--- src/rtl/mac_te_pkg.sv ---
// Shared definitions for the TE-Drop MAC processing element and the array
// top that instantiates it.
//   TE_OFF / TE_DROP / TE_CORRECT : encodings of te_mode_i (2'b11 behaves as OFF)
//   acc_w_ok()                    : elaboration-time width check; the partial
//                                   sum must hold a full product plus one carry bit
package mac_te_pkg;

  localparam logic [1:0] TE_OFF     = 2'b00;
  localparam logic [1:0] TE_DROP    = 2'b01;
  localparam logic [1:0] TE_CORRECT = 2'b10;

  function automatic bit acc_w_ok(input int acc_w, input int act_w, input int wgt_w);
    return acc_w >= act_w + wgt_w + 1;
  endfunction

endpackage

--- src/rtl/te_err_counter.sv ---
// Saturating timing-error event counter.
// Ports:
//   i_clk    clock
//   i_rst_n  synchronous reset, active low
//   i_en     gates increments only; clear works regardless of enable
//   i_clr    clear to zero, priority over increment
//   i_inc    count one event this cycle
//   o_cnt    current count, sticks at all-ones
module te_err_counter #(
  parameter int CNT_W = 16
) (
  input  logic             i_clk,
  input  logic             i_rst_n,
  input  logic             i_en,
  input  logic             i_clr,
  input  logic             i_inc,
  output logic [CNT_W-1:0] o_cnt
);

  logic [CNT_W-1:0] r_cnt;

  always_ff @(posedge i_clk) begin
    if (!i_rst_n) begin
      r_cnt <= '0;
    end else if (i_clr) begin
      r_cnt <= '0;
    end else if (i_en && i_inc && (r_cnt != {CNT_W{1'b1}})) begin
      r_cnt <= r_cnt + 1'b1;
    end
  end

  assign o_cnt = r_cnt;

endmodule

--- src/rtl/mac_pe_te.sv ---
// Weight-stationary systolic MAC processing element with timing-error drop
// handling. The incoming partial sum is compared with its late shadow sample;
// on a mismatch the operation is either dropped (shadow forwarded as-is) or
// corrected (shadow used as the accumulate base), depending on te_mode_i.
// Ports:
//   clk, rst_n, en        clock, sync active-low reset, pipeline advance
//   wgt_load_i, wgt_i     stationary weight load
//   act_i, act_valid_i    activation in (left), operation qualifier
//   psum_i, psum_shadow_i partial sum in (top) and its shadow sample
//   te_mode_i             OFF / DROP / CORRECT (11 = OFF)
//   te_cnt_clr_i          clear the mismatch counter
//   act_o, act_valid_o    activation out (right), 1-cycle delay
//   psum_o, psum_valid_o  partial sum out (bottom), 2-cycle latency
//   te_flag_o             psum_o was produced from a detected mismatch
//   te_cnt_o              saturating mismatch count
module mac_pe_te
  import mac_te_pkg::*;
#(
  parameter int ACT_W = 8,
  parameter int WGT_W = 8,
  parameter int ACC_W = 24,
  parameter int CNT_W = 16,
  parameter bit SAT   = 1'b0
) (
  input  logic             clk,
  input  logic             rst_n,
  input  logic             en,
  input  logic             wgt_load_i,
  input  logic [WGT_W-1:0] wgt_i,
  input  logic [ACT_W-1:0] act_i,
  input  logic             act_valid_i,
  input  logic [ACC_W-1:0] psum_i,
  input  logic [ACC_W-1:0] psum_shadow_i,
  input  logic [1:0]       te_mode_i,
  input  logic             te_cnt_clr_i,
  output logic [ACT_W-1:0] act_o,
  output logic             act_valid_o,
  output logic [ACC_W-1:0] psum_o,
  output logic             psum_valid_o,
  output logic             te_flag_o,
  output logic [CNT_W-1:0] te_cnt_o
);

  localparam int PROD_W = ACT_W + WGT_W;

  if (!acc_w_ok(ACC_W, ACT_W, WGT_W)) begin : g_acc_w_chk
    $error("mac_pe_te: ACC_W must be at least ACT_W+WGT_W+1");
  end

  // Add with one carry bit; clamp to all-ones on carry-out when SAT is set.
  function automatic logic [ACC_W-1:0] acc_add(input logic [ACC_W-1:0] a,
                                               input logic [PROD_W-1:0] p);
    logic [ACC_W:0] s;
    s = {1'b0, a} + {{(ACC_W + 1 - PROD_W){1'b0}}, p};
    if (SAT && s[ACC_W]) return {ACC_W{1'b1}};
    return s[ACC_W-1:0];
  endfunction

  logic [WGT_W-1:0]  r_wgt;
  logic [ACT_W-1:0]  r_act;
  logic              r_act_vld;
  logic [PROD_W-1:0] r_prod_p1;
  logic [ACC_W-1:0]  r_base_p1;
  logic              r_vld_p1;
  logic              r_te_p1;
  logic [ACC_W-1:0]  r_psum_p2;
  logic              r_vld_p2;
  logic              r_te_p2;

  logic              w_mm;
  logic              w_te_on;
  logic              w_te;
  logic [ACC_W-1:0]  w_base;
  logic [PROD_W-1:0] w_prod;

  // w_mm already includes act_valid_i, so bubbles never raise te or count.
  assign w_mm    = act_valid_i && (psum_i != psum_shadow_i);
  assign w_te_on = (te_mode_i == TE_DROP) || (te_mode_i == TE_CORRECT);
  assign w_te    = w_mm && w_te_on;
  assign w_base  = w_te ? psum_shadow_i : psum_i;
  assign w_prod  = (w_mm && (te_mode_i == TE_DROP)) ? '0
                 : PROD_W'(act_i) * PROD_W'(r_wgt);

  always_ff @(posedge clk) begin
    if (!rst_n) begin
      r_wgt     <= '0;
      r_act     <= '0;
      r_act_vld <= 1'b0;
      r_prod_p1 <= '0;
      r_base_p1 <= '0;
      r_vld_p1  <= 1'b0;
      r_te_p1   <= 1'b0;
      r_psum_p2 <= '0;
      r_vld_p2  <= 1'b0;
      r_te_p2   <= 1'b0;
    end else if (en) begin
      // w_prod reads r_wgt before this write, so a same-cycle op sees the old weight.
      if (wgt_load_i) r_wgt <= wgt_i;
      r_act     <= act_i;
      r_act_vld <= act_valid_i;
      // ---- stage 1: product and selected base ----
      r_prod_p1 <= w_prod;
      r_base_p1 <= w_base;
      r_vld_p1  <= act_valid_i;
      r_te_p1   <= w_te;
      // ---- stage 2: accumulate ----
      r_psum_p2 <= acc_add(r_base_p1, r_prod_p1);
      r_vld_p2  <= r_vld_p1;
      r_te_p2   <= r_te_p1;
    end
  end

  te_err_counter #(.CNT_W(CNT_W)) u_cnt (
    .i_clk   (clk),
    .i_rst_n (rst_n),
    .i_en    (en),
    .i_clr   (te_cnt_clr_i),
    .i_inc   (w_mm),
    .o_cnt   (te_cnt_o)
  );

  assign act_o        = r_act;
  assign act_valid_o  = r_act_vld;
  assign psum_o       = r_psum_p2;
  assign psum_valid_o = r_vld_p2;
  assign te_flag_o    = r_te_p2;

endmodule

--- config.mk ---
export PLATFORM = sky130hd
export DESIGN_NAME = mac_pe_te
export DESIGN_NICKNAME = d
export VERILOG_FILES = /design/src/rtl/mac_te_pkg.sv /design/src/rtl/te_err_counter.sv /design/src/rtl/mac_pe_te.sv
export SDC_FILE = /design/constraint.sdc
export NUM_CORES = 1
export LEC_CHECK = 0
export ABC_AREA = 1
export CORE_MARGIN = 2
export CORE_UTILIZATION = 35
export DETAILED_ROUTE_END_ITERATION = 6
export PLACE_DENSITY = 0.66
export SYNTH_ARGS = -nofsm -noshare
export SYNTH_HDL_FRONTEND = slang
export SYNTH_SLANG_ARGS = --single-unit
--- constraint.sdc ---
create_clock -name clk -period 11.4 [get_ports clk]
set_input_delay 2.28 -clock clk [delete_from_list [all_inputs] [get_ports clk]]
set_output_delay 2.28 -clock clk [all_outputs]
set_load 0.05 [all_outputs]
==> metrics.md, run 1 <==
| Metric | Value |
|---|---|
| Outcome | `completed` |
| Critical Path AT | `6.66 ns` |
| Commonest non-fill, non-tap cell in the layout | `nand2_1` |
| Vias in the first global route | `7,664` |
| Clock Skews | `0.00648 ns` |
| Slew of the pin with the lowest slew margin | `1.09 ns` |
| Pwr dens | `103 mW/mm^2` |
| Yosys synthesis warning count | `0` |
| Largest net degree at the start of global routing | `64` |
| Detail-routed net length per standard cell | `13.3 um` |
| Synthesized area | `0.00826 mm^2` |
| CP Launch Type | `primary input` |
| Max-slew headroom | `27.3%` |
| Peak VDD IR | `71.7 uV` |
| Syn Area/Cell | `6.48 um^2` |
| CTS tree | `done` |
| Max_cap viols | `0` |
| Share of post-route cells with drive strength above 1 | `2.72%` |
| Post-route DRC | `0` |
| All-Layer GR Usage | `18.7%` |
| Via count | `8,005` |
| Setup Buffers After CTS | `0` |
| Setup WS pre-CTS | `4.69 ns` |
| Hold Vio Cnt, Final | `0` |
| Setup ws final | `5.02 ns` |
| P_leak | `5.10 nW` |
| TritonCTS buffer count | `9` |
| Net count after synthesis | `1,438` |
| Critical path type | `primary input to register` |
| Worst setup EP type | `register` |
| Nets@finish | `1,516` |
| Die ar. | `0.0249 mm^2` |
| RSZ-0062 raised after global routing | `no` |
| Die Y | `158 um` |
| Worst Reg-to-Reg Cells | `16` |
| Hpwl dp | `17.5 mm` |
| Fmax | `0.157 GHz` |
| Clock Path Buffers | `2` |
| Total gr overflow | `0` |
| Die X-Extent | `158 um` |
| Non-Filler Instances | `1,677` |
| Post-Layout Inst Area | `0.00996 mm^2` |
| # hold bufs at CTS | `0` |
| Initial antenna violation count | `0` |
| ANT cells | `0` |
| Vias per inst | `4.77` |
| TritonCTS Sinks | `100` |
| Dpl cells | `1,661` |
| Core Area | `0.0233 mm^2` |
| Min-Delay Path Class | `register to register` |
| Row Count | `56` |
| Most frequent cells in the layout | `nand2_1, inv_1, nor2_1` |
| Period utilization | `55.9%` |
| Top FF cell, synth | `dfxtp_1` |
| TritonRoute pass-1 iters | `5` |
| First-pass GRT wire length | `37.4 mm` |
| Initial Util | `35.4%` |
| Post-route ant nets | `0` |
| Cells after Synth | `1,275` |
| # resized after CTS | `0` |
| IO Port Bufs | `122` |
| Unique masters post-synth | `37` |
| Clk root buf | `clkbuf_16` |
| #FFs+latches synth | `100` |
| H-Tree Depth | `3` |
| Sequential share of the synthesized area | `24.2%` |
| Setup violators final | `0` |
| Worst-path clk slew | `0.07 ns` |
| 1st-iter DRT viols | `501` |
| Setup TNS | `0 ns` |
| Area grow syn2layout | `20.6%` |
| Critical Path RT | `11.68 ns` |
| GPL Wtd Cong | `0.953` |
| Hold Crit Depth | `2` |
| CP Max Fanout | `9` |
| Ys async rst share | `0%` |
| Post-synth EDFFs | `0` |
| Min Clock Period, post-route | `6.38 ns` |
| Worst skew pair latency | `0.35 ns` |
| Dpl cell area | `0.00966 mm^2` |
| Total wire length | `22.3 mm` |
| IO Pins | `123` |
| Pins Over Slew Limit | `0` |
| Design Power | `1.02 mW` |
-- cell usage after synthesis, types with 32 or more instances --
| library cell | count | area, um^2 |
|---|---|---|
| o21ai_0 | 48 | 240 |
| inv_1 | 224 | 841 |
| ha_1 | 54 | 676 |
| a21oi_1 | 87 | 435 |
| nand2_1 | 323 | 1210 |
| xor2_1 | 32 | 280 |
| nand4_1 | 51 | 319 |
| clkbuf_1 | 42 | 158 |
| dfxtp_1 | 100 | 2000 |
| nor2_1 | 127 | 477 |
| fa_1 | 37 | 741 |
| nand3_1 | 80 | 400 |
-- per-stage QoR --
| step | hold slack (ns) | utilization (%) |
|---|---|---|
| after global routing | 0.490 | 42.7 |
| after detailed placement | 0.467 | 41.4 |
| after global placement | 0.461 | 41.4 |
| final | 0.474 | 42.7 |
| after floorplan | 0.448 | - |
| after CTS | 0.475 | 42.7 |
-- critical path, cell delays in order --
cell	delay, ns
clkdlybuf4s50_1	0.71
nand2_1	0.09
inv_1	0.08
fa_1	0.43
fa_1	0.54
fa_1	0.55
inv_1	0.06
fa_1	0.53
inv_1	0.04
ha_1	0.31
inv_1	0.07
o21ai_0	0.31
a21oi_1	0.11
nand2_1	0.10
nand2_1	0.07
nand2_1	0.06
nand2_1	0.05
nand2_1	0.05
nand3_1	0.07
a21oi_1	0.14
-- power breakdown --
group | leakage (nW) | switching (mW) | internal [mW] | total, mW
combinational | 4.13 | 0.192 | 0.117 | 0.310
clock | 0.147 | 0.142 | 0.178 | 0.320
sequential | 0.822 | 0.0207 | 0.372 | 0.393
-- per-layer routing --
metal / track usage [%] / wire (um) / up-vias
met3: 2.60 / 1090 / 16
li1: - / - / 4163
met2: 30.1 / 9750 / 198
met4: 3.77 / 203 / 0
met1: 26.6 / 11200 / 3628
met5: 0 / 0 / -
-- cells by family after synthesis --
| group | after synthesis | share of synthesized area, % |
|---|---|---|
| AO/OA/AOI/OAI | 151 | 9.60 |
| XOR/XNOR | 36 | 3.82 |
| adder cells (fa/ha/maj) | 91 | 17.1 |
| buffers and inverters | 288 | 13.3 |
| flip-flops | 100 | 24.2 |
| AND/OR/NAND/NOR | 609 | 31.9 |
-- flip-flops by register name, summed over array words and instances, names as in the netlist, 8 cells and up --
signal / flops
act_o: 8
psum_o: 24
r_base_p1: 24
r_prod_p1: 16
r_wgt: 8
u_cnt.o_cnt: 16
-- worst paths after layout --
path / from / to / slack, ns
setup / recovery: act_i[3] / r_prod_p1[15] / 5.02
hold / removal: r_prod_p1[0] / r_prod_p1[0] / 0.47
hold reg to reg: r_prod_p1[0] / r_prod_p1[0] / 0.47
setup reg to reg: r_wgt[4] / r_prod_p1[10] / 7.10
-- layout make-up --
cell class,count,area [um^2]
fillers,2495,13400
multi-input cells,887,5160
clock inverters,4,56.3
clock buffers,12,246
well taps,319,399
repair buffers,124,1230
inverters,231,867
flip-flops and latches,100,2000
Power figures use the tool's default switching activity.
==> run 2, diff against run 1 <==
PLACE_DENSITY = 0.68   (was 0.66)
clock period = 5.7 ns   (was 11.4 ns; I/O delays follow)
==> run 2 against run 1 <==
Compared with the run above:
- non-clock buffer count is 6 higher
- final area is 0.20% higher
- worst hold slack worse by 0.0031 ns
- first-iteration DRC count is 9.2% higher
- largest cell class unchanged
- count of clock-buffer cells in the layout is 1 lower
- setup slack worse by 4.5 ns
- utilization is 0.086 points higher
- via count is 0.30% lower
==> metrics.md, run 2 (synthesis results as in run 1) <==
| Metric | Value |
|---|---|
| IO Pins | `123 (unchanged)` |
| Nets@finish | `1,522 (was 1,516)` |
| CTS tree | `done (unchanged)` |
| Setup TNS | `0 ns (unchanged)` |
| P_leak | `5.12 nW (was 5.10 nW)` |
| Share of post-route cells with drive strength above 1 | `3.15% (was 2.72%)` |
| Dpl cells | `1,667 (was 1,661)` |
| Area grow syn2layout | `20.8% (was 20.6%)` |
| FF-to-FF setup slack | `1.37 ns (was 7.10 ns)` |
| Via count | `7,981 (was 8,005)` |
| Non-Filler Instances | `1,683 (was 1,677)` |
| Worst skew pair latency | `0.36 ns (was 0.35 ns)` |
| CP Launch Type | `primary input (unchanged)` |
| Largest net degree at the start of global routing | `69 (was 64)` |
| CP Max Fanout | `9 (unchanged)` |
| Clock Skews | `0.00731 ns (was 0.00648 ns)` |
| Fmax | `0.192 GHz` |
| Die Y | `158 um (unchanged)` |
| Total gr overflow | `0 (unchanged)` |
| Worst r2r src | `r_wgt[5] (was r_wgt[4])` |
| Period utilization | `91.5%` |
| Clock Path Buffers | `2 (unchanged)` |
| Die X-Extent | `158 um (unchanged)` |
| TritonCTS buffer count | `9 (unchanged)` |
| Row Count | `56 (unchanged)` |
| TritonCTS Sinks | `100 (unchanged)` |
| Critical Path AT | `5.50 ns (was 6.66 ns)` |
| Worst reg2reg path endpoint | `r_prod_p1[15] (was r_prod_p1[10])` |
| Hpwl dp | `17.4 mm (was 17.5 mm)` |
| Min Clock Period, post-route | `5.21 ns` |
| Hold Crit Depth | `2 (unchanged)` |
| Die ar. | `0.0249 mm^2 (unchanged)` |
| Outcome | `completed (unchanged)` |
| # resized after CTS | `0 (unchanged)` |
| Hold Vio Cnt, Final | `0 (unchanged)` |
| Worst-path clk slew | `0.07 ns (about the same)` |
| Hold Path Origin | `r_base_p1[11] (was r_prod_p1[0])` |
| Core Util, Final | `42.8% (was 42.7%)` |
| 1st-iter DRT viols | `547 (was 501)` |
| Min-Delay Path Class | `register to register (unchanged)` |
| Total wire length | `22.3 mm (about the same)` |
| Max-slew headroom | `27.2% (was 27.3%)` |
| Design Power | `2.01 mW (was 1.02 mW)` |
| ANT cells | `0 (unchanged)` |
| Slew of the pin with the lowest slew margin | `1.09 ns (about the same)` |
| Hold EP | `r_base_p1[11] (was r_prod_p1[0])` |
| H-Tree Depth | `3 (unchanged)` |
| Core Area | `0.0233 mm^2 (unchanged)` |
| Pwr dens | `202 mW/mm^2 (was 103 mW/mm^2)` |
| Pins Over Slew Limit | `0 (unchanged)` |
| Clk root buf | `clkbuf_16 (unchanged)` |
| Vias in the first global route | `7,349 (was 7,664)` |
| Vias per inst | `4.74 (was 4.77)` |
| Critical path type | `primary input to register (unchanged)` |
| IO Port Bufs | `122 (unchanged)` |
| First-pass GRT wire length | `37.0 mm (was 37.4 mm)` |
| Detail-routed net length per standard cell | `13.2 um (was 13.3 um)` |
| Max_cap viols | `0 (unchanged)` |
| # hold bufs at CTS | `0 (unchanged)` |
| Worst setup EP type | `register (unchanged)` |
| Setup violators final | `0 (unchanged)` |
| Peak VDD IR | `161 uV (was 71.7 uV)` |
| Commonest non-fill, non-tap cell in the layout | `nand2_1 (unchanged)` |
| Critical Path RT | `5.99 ns (was 11.68 ns)` |
| Initial antenna violation count | `0 (unchanged)` |
| All-Layer GR Usage | `18.6% (was 18.7%)` |
| Most frequent cells in the layout | `nand2_1, inv_1, nor2_1 (unchanged)` |
| TritonRoute pass-1 iters | `5 (unchanged)` |
| RSZ-0062 raised after global routing | `no (unchanged)` |
| Post-route DRC | `0 (unchanged)` |
| Post-route ant nets | `0 (unchanged)` |
| Worst Reg-to-Reg Cells | `19 (was 16)` |
| Setup Buffers After CTS | `0 (unchanged)` |
| Initial Util | `35.4% (unchanged)` |
| GPL Wtd Cong | `0.926 (was 0.953)` |
==> run 2: changes by cell type in the layout (fill, tap and decap cells not counted), sizes merged <==
| cell | change |
|---|---|
| buf | +6 |
| clkbuf | -1 |
| inv | +2 |
| bufinv | -1 |
==> run 2: power by group <==
group | internal (mW) | total [mW] | leakage (nW) | switching [mW]
clock network | 0.305 | 0.606 | 0.138 | 0.301
logic | 0.236 | 0.619 | 4.16 | 0.383
registers | 0.744 | 0.787 | 0.822 | 0.0426
total | 1.29 | 2.01 | 5.12 | 0.727
==> run 2: final cells by class <==
| cell class | instances | area (um^2) |
|---|---|---|
| clock buffer | 11 | 233 |
| tap | 319 | 399 |
| fill | 2455 | 13300 |
| clock inverter | 5 | 45.0 |
| sequential | 100 | 2000 |
| multi-input combinational | 887 | 5160 |
| timing repair buffer | 130 | 1280 |
| inverter | 231 | 867 |
==> run 2: worst max path at each step <==
| stage | from | end | slack [ns] |
|---|---|---|---|
| floorplan | act_i[2] | r_prod_p1[15] | 0.89 |
| global placement | act_i[3] | r_prod_p1[15] | 0.25 |
| detailed placement | act_i[3] | r_prod_p1[15] | 0.17 |
| CTS | act_i[3] | r_prod_p1[15] | 0.50 |
| global route | act_i[3] | r_prod_p1[15] | 0.13 |
| finish | act_i[3] | r_prod_p1[15] | 0.49 |
==> run 2: worst max-delay path, stage by stage <==
cell	delay (ns)
clkdlybuf4s50_1	0.67
nand2_1	0.10
inv_1	0.10
fa_1	0.44
fa_1	0.55
fa_1	0.55
inv_1	0.05
fa_1	0.53
inv_1	0.04
ha_1	0.32
inv_1	0.07
o21ai_0	0.30
a21oi_1	0.11
nand2_1	0.10
nand2_1	0.07
nand2_1	0.06
nand2_1	0.04
nand2_1	0.05
nand3_1	0.07
a21oi_1	0.13
==> run 2: routing by layer <==
| layer | wire (um) | vias to the layer above | global-route usage [%] |
|---|---|---|---|
| met5 | 0 | - | 0 |
| met3 | 1210 | 19 | 2.63 |
| met4 | 298 | 0 | 4.85 |
| li1 | - | 4172 | - |
| met1 | 11100 | 3580 | 27.2 |
| met2 | 9670 | 210 | 28.5 |
==> run 2: metrics by stage <==
stage,setup WS [ns],hold WS [ns],cell area (um^2)
2_1_floorplan,0.885,0.448,8260
3_3_place_gp,0.246,0.460,9710
3_5_place_dp,0.172,0.462,9710
4_1_cts,0.496,0.472,9980
5_1_grt,0.130,0.493,9980
6_report,0.486,0.471,9980
